--- config.mk ---
export PLATFORM = sky130hd
export DESIGN_NAME = mac_array
export DESIGN_NICKNAME = d
export VERILOG_FILES = /design/src/rtl/cnn_pkg.sv /design/src/rtl/mac_lane.sv /design/src/rtl/mac_array.sv
export SDC_FILE = /design/constraint.sdc
export NUM_CORES = 2
export LEC_CHECK = 0
export ABC_CLOCK_PERIOD_IN_PS = 6600
export BUFFER_PORTS_ARGS = -buffer_cell sky130_fd_sc_hd__buf_2
export CAP_MARGIN = 20
export CORE_MARGIN = 3
export CORE_UTILIZATION = 55
export DETAILED_ROUTE_END_ITERATION = 16
export GPL_TIMING_DRIVEN = 0
export PLACE_DENSITY = 0.81
export RECOVER_POWER = 25
export SLEW_MARGIN = 0
export SYNTH_ARGS = -nofsm -noshare
export SYNTH_HDL_FRONTEND = slang
export SYNTH_SLANG_ARGS = --single-unit
--- constraint.sdc ---
create_clock -name clock -period 6.6 [get_ports clock]
set_clock_uncertainty 0.1 [all_clocks]
set_input_delay 0.99 -clock clock [delete_from_list [all_inputs] [get_ports clock]]
set_output_delay 0.99 -clock clock [all_outputs]
set_load 0.005 [all_outputs]
--- src/rtl/cnn_pkg.sv ---
// Shared definitions for the convolution datapath: default operand and
// accumulator widths, a constant clog2 and the saturating output slice.
package cnn_pkg;

    localparam int A_WIDTH       = 16;
    localparam int B_WIDTH       = 16;
    localparam int ACC_WIDTH     = 40;
    localparam int SLICE_MAX_ACC = 128;
    localparam int SLICE_MAX_OUT = 64;

    function automatic int clog2(input int value);
        int result;
        result = 0;
        for (int i = 0; i < 31; i++) begin
            if ((32'sd1 <<< i) < value) begin
                result = i + 1;
            end
        end
        return result;
    endfunction

    // x holds an acc_width-bit accumulator in its low bits; the upper bits are ignored.
    function automatic logic [SLICE_MAX_OUT-1:0] sat_slice(
        input logic [SLICE_MAX_ACC-1:0] x,
        input int                       acc_width,
        input int                       out_shift,
        input int                       out_width,
        input logic                     saturate
    );
        logic signed [SLICE_MAX_ACC-1:0] x_ext;
        logic signed [SLICE_MAX_ACC-1:0] shifted;
        logic signed [SLICE_MAX_ACC-1:0] upper;
        logic        [SLICE_MAX_OUT-1:0] mask;
        logic        [SLICE_MAX_OUT-1:0] trunc;
        x_ext   = $signed(x << (SLICE_MAX_ACC - acc_width)) >>> (SLICE_MAX_ACC - acc_width);
        shifted = x_ext >>> out_shift;
        upper   = shifted >>> (out_width - 1);
        mask    = (SLICE_MAX_OUT'(1'b1) << out_width) - SLICE_MAX_OUT'(1'b1);
        trunc   = shifted[SLICE_MAX_OUT-1:0] & mask;
        if (!saturate || upper == '0 || upper == '1) begin
            return trunc;
        end else if (x_ext[SLICE_MAX_ACC-1]) begin
            return SLICE_MAX_OUT'(1'b1) << (out_width - 1);
        end else begin
            return mask >> 1;
        end
    endfunction

endpackage

--- src/rtl/mac_lane.sv ---
// One signed MAC lane: product, window-start base select, accumulator and
// the sliced (optionally saturated) view of the running sum.
module mac_lane
    import cnn_pkg::*;
#(
    parameter int A_WIDTH   = cnn_pkg::A_WIDTH,
    parameter int B_WIDTH   = cnn_pkg::B_WIDTH,
    parameter int ACC_WIDTH = cnn_pkg::ACC_WIDTH,
    parameter int OUT_WIDTH = 16,
    parameter int OUT_SHIFT = 16,
    parameter int SATURATE  = 1
) (
    input  logic                 clock,
    input  logic                 reset_n,
    input  logic                 fire,
    input  logic                 restart,
    input  logic [A_WIDTH-1:0]   a,
    input  logic [B_WIDTH-1:0]   b,
    output logic [OUT_WIDTH-1:0] result
);

    localparam int PROD_WIDTH = A_WIDTH + B_WIDTH;

    logic signed [PROD_WIDTH-1:0] prod_s;
    logic signed [ACC_WIDTH-1:0]  base_s;
    logic signed [ACC_WIDTH-1:0]  sum_s;
    logic signed [ACC_WIDTH-1:0]  acc_r;

    // Product, base select and the sliced sum presented to the output register.
    always_comb begin
        prod_s = PROD_WIDTH'($signed(a)) * PROD_WIDTH'($signed(b));
        if (restart) begin
            base_s = '0;
        end else begin
            base_s = acc_r;
        end
        sum_s  = base_s + ACC_WIDTH'(prod_s);
        result = OUT_WIDTH'(sat_slice(SLICE_MAX_ACC'($unsigned(sum_s)), ACC_WIDTH,
                                      OUT_SHIFT, OUT_WIDTH, SATURATE != 0));
    end

    // Accumulator; the value left after a final beat is never read back.
    always_ff @(posedge clock or negedge reset_n) begin
        if (!reset_n) begin
            acc_r <= '0;
        end else if (fire) begin
            acc_r <= sum_s;
        end else begin
            acc_r <= acc_r;
        end
    end

endmodule

--- src/rtl/mac_array.sv ---
// Multi-lane windowed MAC engine: shared beat handshake and window counter,
// LANES mac_lane instances and a registered valid/ready result stage.
module mac_array
    import cnn_pkg::*;
#(
    parameter int LANES      = 4,
    parameter int A_WIDTH    = cnn_pkg::A_WIDTH,
    parameter int B_WIDTH    = cnn_pkg::B_WIDTH,
    parameter int ACC_WIDTH  = cnn_pkg::ACC_WIDTH,
    parameter int KERNEL_LEN = 9,
    parameter int OUT_WIDTH  = 16,
    parameter int OUT_SHIFT  = 16,
    parameter int SATURATE   = 1,
    parameter int CNT_WIDTH  = clog2(KERNEL_LEN + 1)
) (
    input  logic                       clock,
    input  logic                       reset_n,
    input  logic                       clear,
    input  logic                       in_valid,
    output logic                       in_ready,
    input  logic [LANES*A_WIDTH-1:0]   a,
    input  logic [LANES*B_WIDTH-1:0]   b,
    output logic                       out_valid,
    input  logic                       out_ready,
    output logic [LANES*OUT_WIDTH-1:0] out_data,
    output logic [CNT_WIDTH-1:0]       beat_count
);

    logic                       fire_s;
    logic                       restart_s;
    logic                       final_s;
    logic [OUT_WIDTH-1:0]       lane_result_s [LANES];
    logic [CNT_WIDTH-1:0]       beat_count_r;
    logic                       out_valid_r;
    logic [LANES*OUT_WIDTH-1:0] out_data_r;

    // Handshake and window-position decode; clear restarts the window.
    always_comb begin
        in_ready  = !(out_valid_r && !out_ready);
        fire_s    = in_valid && in_ready;
        restart_s = (beat_count_r == '0) || clear;
        if (KERNEL_LEN == 1) begin
            final_s = fire_s;
        end else begin
            final_s = fire_s && !clear && (beat_count_r == CNT_WIDTH'(KERNEL_LEN - 1));
        end
    end

    for (genvar i = 0; i < LANES; i++) begin : g_lane
        mac_lane #(
            .A_WIDTH  (A_WIDTH),
            .B_WIDTH  (B_WIDTH),
            .ACC_WIDTH(ACC_WIDTH),
            .OUT_WIDTH(OUT_WIDTH),
            .OUT_SHIFT(OUT_SHIFT),
            .SATURATE (SATURATE)
        ) u_lane (
            .clock  (clock),
            .reset_n(reset_n),
            .fire   (fire_s),
            .restart(restart_s),
            .a      (a[i*A_WIDTH +: A_WIDTH]),
            .b      (b[i*B_WIDTH +: B_WIDTH]),
            .result (lane_result_s[i])
        );
    end

    // Window beat counter.
    always_ff @(posedge clock or negedge reset_n) begin
        if (!reset_n) begin
            beat_count_r <= '0;
        end else if (final_s) begin
            beat_count_r <= '0;
        end else if (clear) begin
            beat_count_r <= fire_s ? CNT_WIDTH'(1'b1) : '0;
        end else if (fire_s) begin
            beat_count_r <= beat_count_r + CNT_WIDTH'(1'b1);
        end else begin
            beat_count_r <= beat_count_r;
        end
    end

    // Result register; a new final beat may reload it in the cycle it is taken.
    always_ff @(posedge clock or negedge reset_n) begin
        if (!reset_n) begin
            out_valid_r <= 1'b0;
            out_data_r  <= '0;
        end else if (final_s) begin
            out_valid_r <= 1'b1;
            for (int i = 0; i < LANES; i++) begin
                out_data_r[i*OUT_WIDTH +: OUT_WIDTH] <= lane_result_s[i];
            end
        end else if (out_ready) begin
            out_valid_r <= 1'b0;
            out_data_r  <= out_data_r;
        end else begin
            out_valid_r <= out_valid_r;
            out_data_r  <= out_data_r;
        end
    end

    assign out_valid  = out_valid_r;
    assign out_data   = out_data_r;
    assign beat_count = beat_count_r;

endmodule

==> reports/metrics.yaml <==
floorplan:
  core_um2: 106200
  start_util: 0.5588
  ios: 203
  dieArea_um2: 111800
  chipHeight_um: 334.4
  die_x_um: 334.4
  rows: 119
critical_path:
  critPathCaptureType: "flip-flop"
  worstPathMaxFanout: 7
  r2r_cells: 31
  crit_arrival_ns: 8.00
  cp-start-kind: "primary input"
  crit_type: "in -> reg"
  r2r-end: "out_data[53]"
  r2r_slack_ns: -0.88
  cp.required_ns: 7.03
  reg2reg_from: "beat_count[0]"
route:
  viasPerCell: 5.810
  drc_errors: 0
  routed_wl_um: 187600
  drtPass1Iterations: 6
  drt-initial-drc-count: 4445
  ant_nets: 0
  wl_per_cell_um: 22.28
  vias: 48920
placed_design:
  routabilityCongestion: 0.9645
  place_ws_ns: -2.670
  io_buffers: 201
  dp_hpwl_um: 137800
hold_path:
  hp-start: "g_lane[3].u_lane.acc_r[25]"
  whs_endpoint: "g_lane[3].u_lane.acc_r[25]"
  hold_depth: 2
  worstHoldPathType: "reg -> reg"
sta:
  worst_slew_pin_slew_ns: 3.440
  finalCritPeriodShare: 1.147
  setup_viol_count_final: 96
  tns_ns: -52.38
  final_max_slew_viol_count: 124
  setup_ws_ns: -0.9726
  hold_violations: 0
  period_needed_ns: 7.573
  rsz0062_at_grt: "yes"
  slew_headroom: -1.293
  fmax_mhz: 132.1
logic_synthesis:
  synth_area_leader_cell: "fa_1"
  syn-cell-area_um2: 59320
  ys_types: 89
  synthCells: 6431
  synth_edf_count: 0
  synth_fp_nets: 8346
  ys_seq_area_frac: 0.09661
  ys_warn_count: 0
  postSynthAreaPerCell_um2: 9.224
  synth_most_common_cell: "inv_1"
  synth-seq-cells: 229
  netlist.area_leader.share: 0.4455
  async_flop_share: 1.000
  synthTopCellsByCount: "1511 x inv_1, 1320 x fa_1, 916 x nand2_1"
  synth_area_leaders: "fa_1 45%, ha_1 9.7%, dfrtp_1 9.7%"
  synthFlopType: "dfrtp_1"
run:
  max_cap_violations: 2
cts:
  cts-root-buf: "clkbuf_16"
  clk_path_buf_depth: 3
  cts_buffers: 28
  path_clk_slew_ns: 0.07
  clock_latency_ns: 0.60
  cts_tree: "built"
  htree_levels: 1
  cts_hold_buf: 0
  clkSinkCount: 229
status:
  violations: "max-capacitance violations, max-slew violations, negative setup slack"
  status: "finished, violations left"
grt:
  grt_util_all_layers: 0.3275
  grt_start_max_net_pins: 109
  globalRouteOverflowTotal: 0
  grt_pass1_vias: 52830
  antenna_found_initial: 5
  grt_pass1_wl_um: 285900
cells_and_area:
  nFillCells: 7312
  drive_above_1_share: 0.1997
  nNetsFinal: 8914
  area_growth_pct: 21.77
-- how the worst max path moves through the flow --
stage | start | endpoint | slack [ns] | cells after the start
6_report | a[45] | out_data[38] | -0.97 | 28
2_1_floorplan | b[35] | out_data[44] | -0.87 | 25
4_1_cts | b[37] | out_data[39] | -0.87 | 28
3_5_place_dp | clear | out_data[42] | -2.67 | 25
3_3_place_gp | clear | out_data[46] | -2.58 | 25
5_1_grt | b[47] | out_data[38] | -1.13 | 30
-- kinds of logic (layout without fill, tap and decap cells) --
family,count (synthesis),in the layout,synth area share
AO/OA/AOI/OAI,606,607,0.06855
XOR/XNOR,157,157,0.02318
adder cells (fa/ha/maj),1782,1782,0.5429
buffers and inverters,1725,2313,0.1097
flip-flops,229,229,0.09661
multiplexers,16,16,0.003037
other,0,10,0
AND/OR/NAND/NOR,1916,1916,0.1560
-- cell usage in the layout (no fill, tap or decap), drive strengths merged, types with 19 or more instances in the layout --
cell type and count:
and3 19, nor2 178, a21oi 157, dfrtp 229, clkbuf 191, a21o 57, nand3 37, inv 1505
buf 590, ha 462, o21ai 169, xor2 67, and2 618, o211ai 23, fa 1320, nand2 919
xnor2 90, o21bai 23, o21a 20, a211oi 21, nand2b 26, nor3 33
-- final cells by class --
cell class                      count  area (um^2)  area share
Multi-Input combinational cell   4478        50810      0.7034
Sequential cell                   229         5731     0.07933
Inverter                         1511         5713     0.07909
Timing Repair Buffer              545         4498     0.06227
Buffer                            202         2698     0.03735
Tap cell                         1391         1740     0.02409
Clock buffer                       34        773.2     0.01070
Clock inverter                     17        221.5    0.003066
Timing Repair inverter              4        27.53   0.0003811
Antenna cell                       10        25.02   0.0003464
-- critical path, cell delays in order --
cell,delay (ns)
buf_6,0.13
clkbuf_16,0.15
buf_6,0.13
nand2_1,0.08
fa_1,0.54
inv_1,0.06
fa_1,0.52
fa_1,0.63
fa_2,0.48
fa_1,0.54
inv_2,0.05
fa_1,0.50
inv_2,0.05
ha_4,0.25
a21o_1,0.18
a221o_1,0.38
a31oi_4,0.21
o311ai_4,0.15
a2111oi_2,0.38
nor3_2,0.12
xnor2_2,0.17
or3_4,0.39
o311ai_4,0.31
buf_12,0.18
buf_12,0.11
buf_6,0.09
nand2b_4,0.08
a21oi_2,0.13
-- repair_timing --
item / in CTS / in global routing
cloned: 16 / 3
setup endpoints to repair: 175 / 122
pin swaps: 248 / 220
resized for setup: 859 / 352
setup buffers: 223 / 106
-- state kept, by name, summed over array words and instances (netlist names) --
| name | count |
|---|---|
| beat_count | 4 |
| out_data | 64 |
| out_valid | 1 |
| g_lane.u_lane.acc_r | 160 |
-- metrics by stage --
step                      hold slack (ns)  cells    util  cell area [um^2]
after floorplan                    0.3304   6431       -             60540
after global placement             0.3447   8023  0.5961             63280
after detailed placement           0.3489   8028  0.5972             63390
after CTS                          0.2358   8310  0.6599             70050
after global routing               0.3811   8412  0.6802             72210
final                              0.3668   8421  0.6804             72230
-- metal layers --
metal | routed length (um) | vias to the layer above | GRT usage | share of wire
met3 | 19520 | 828 | 0.07484 | 0.10
li1 | - | 20380 | - | -
met5 | 12 | - | 0 | 0.000064
met2 | 88620 | 2831 | 0.5345 | 0.47
met1 | 67300 | 24880 | 0.4173 | 0.36
met4 | 12140 | 2 | 0.1527 | 0.065
Power is not shown: default switching activity piles up to over one toggle a cycle in this logic, so the estimate is an artifact.
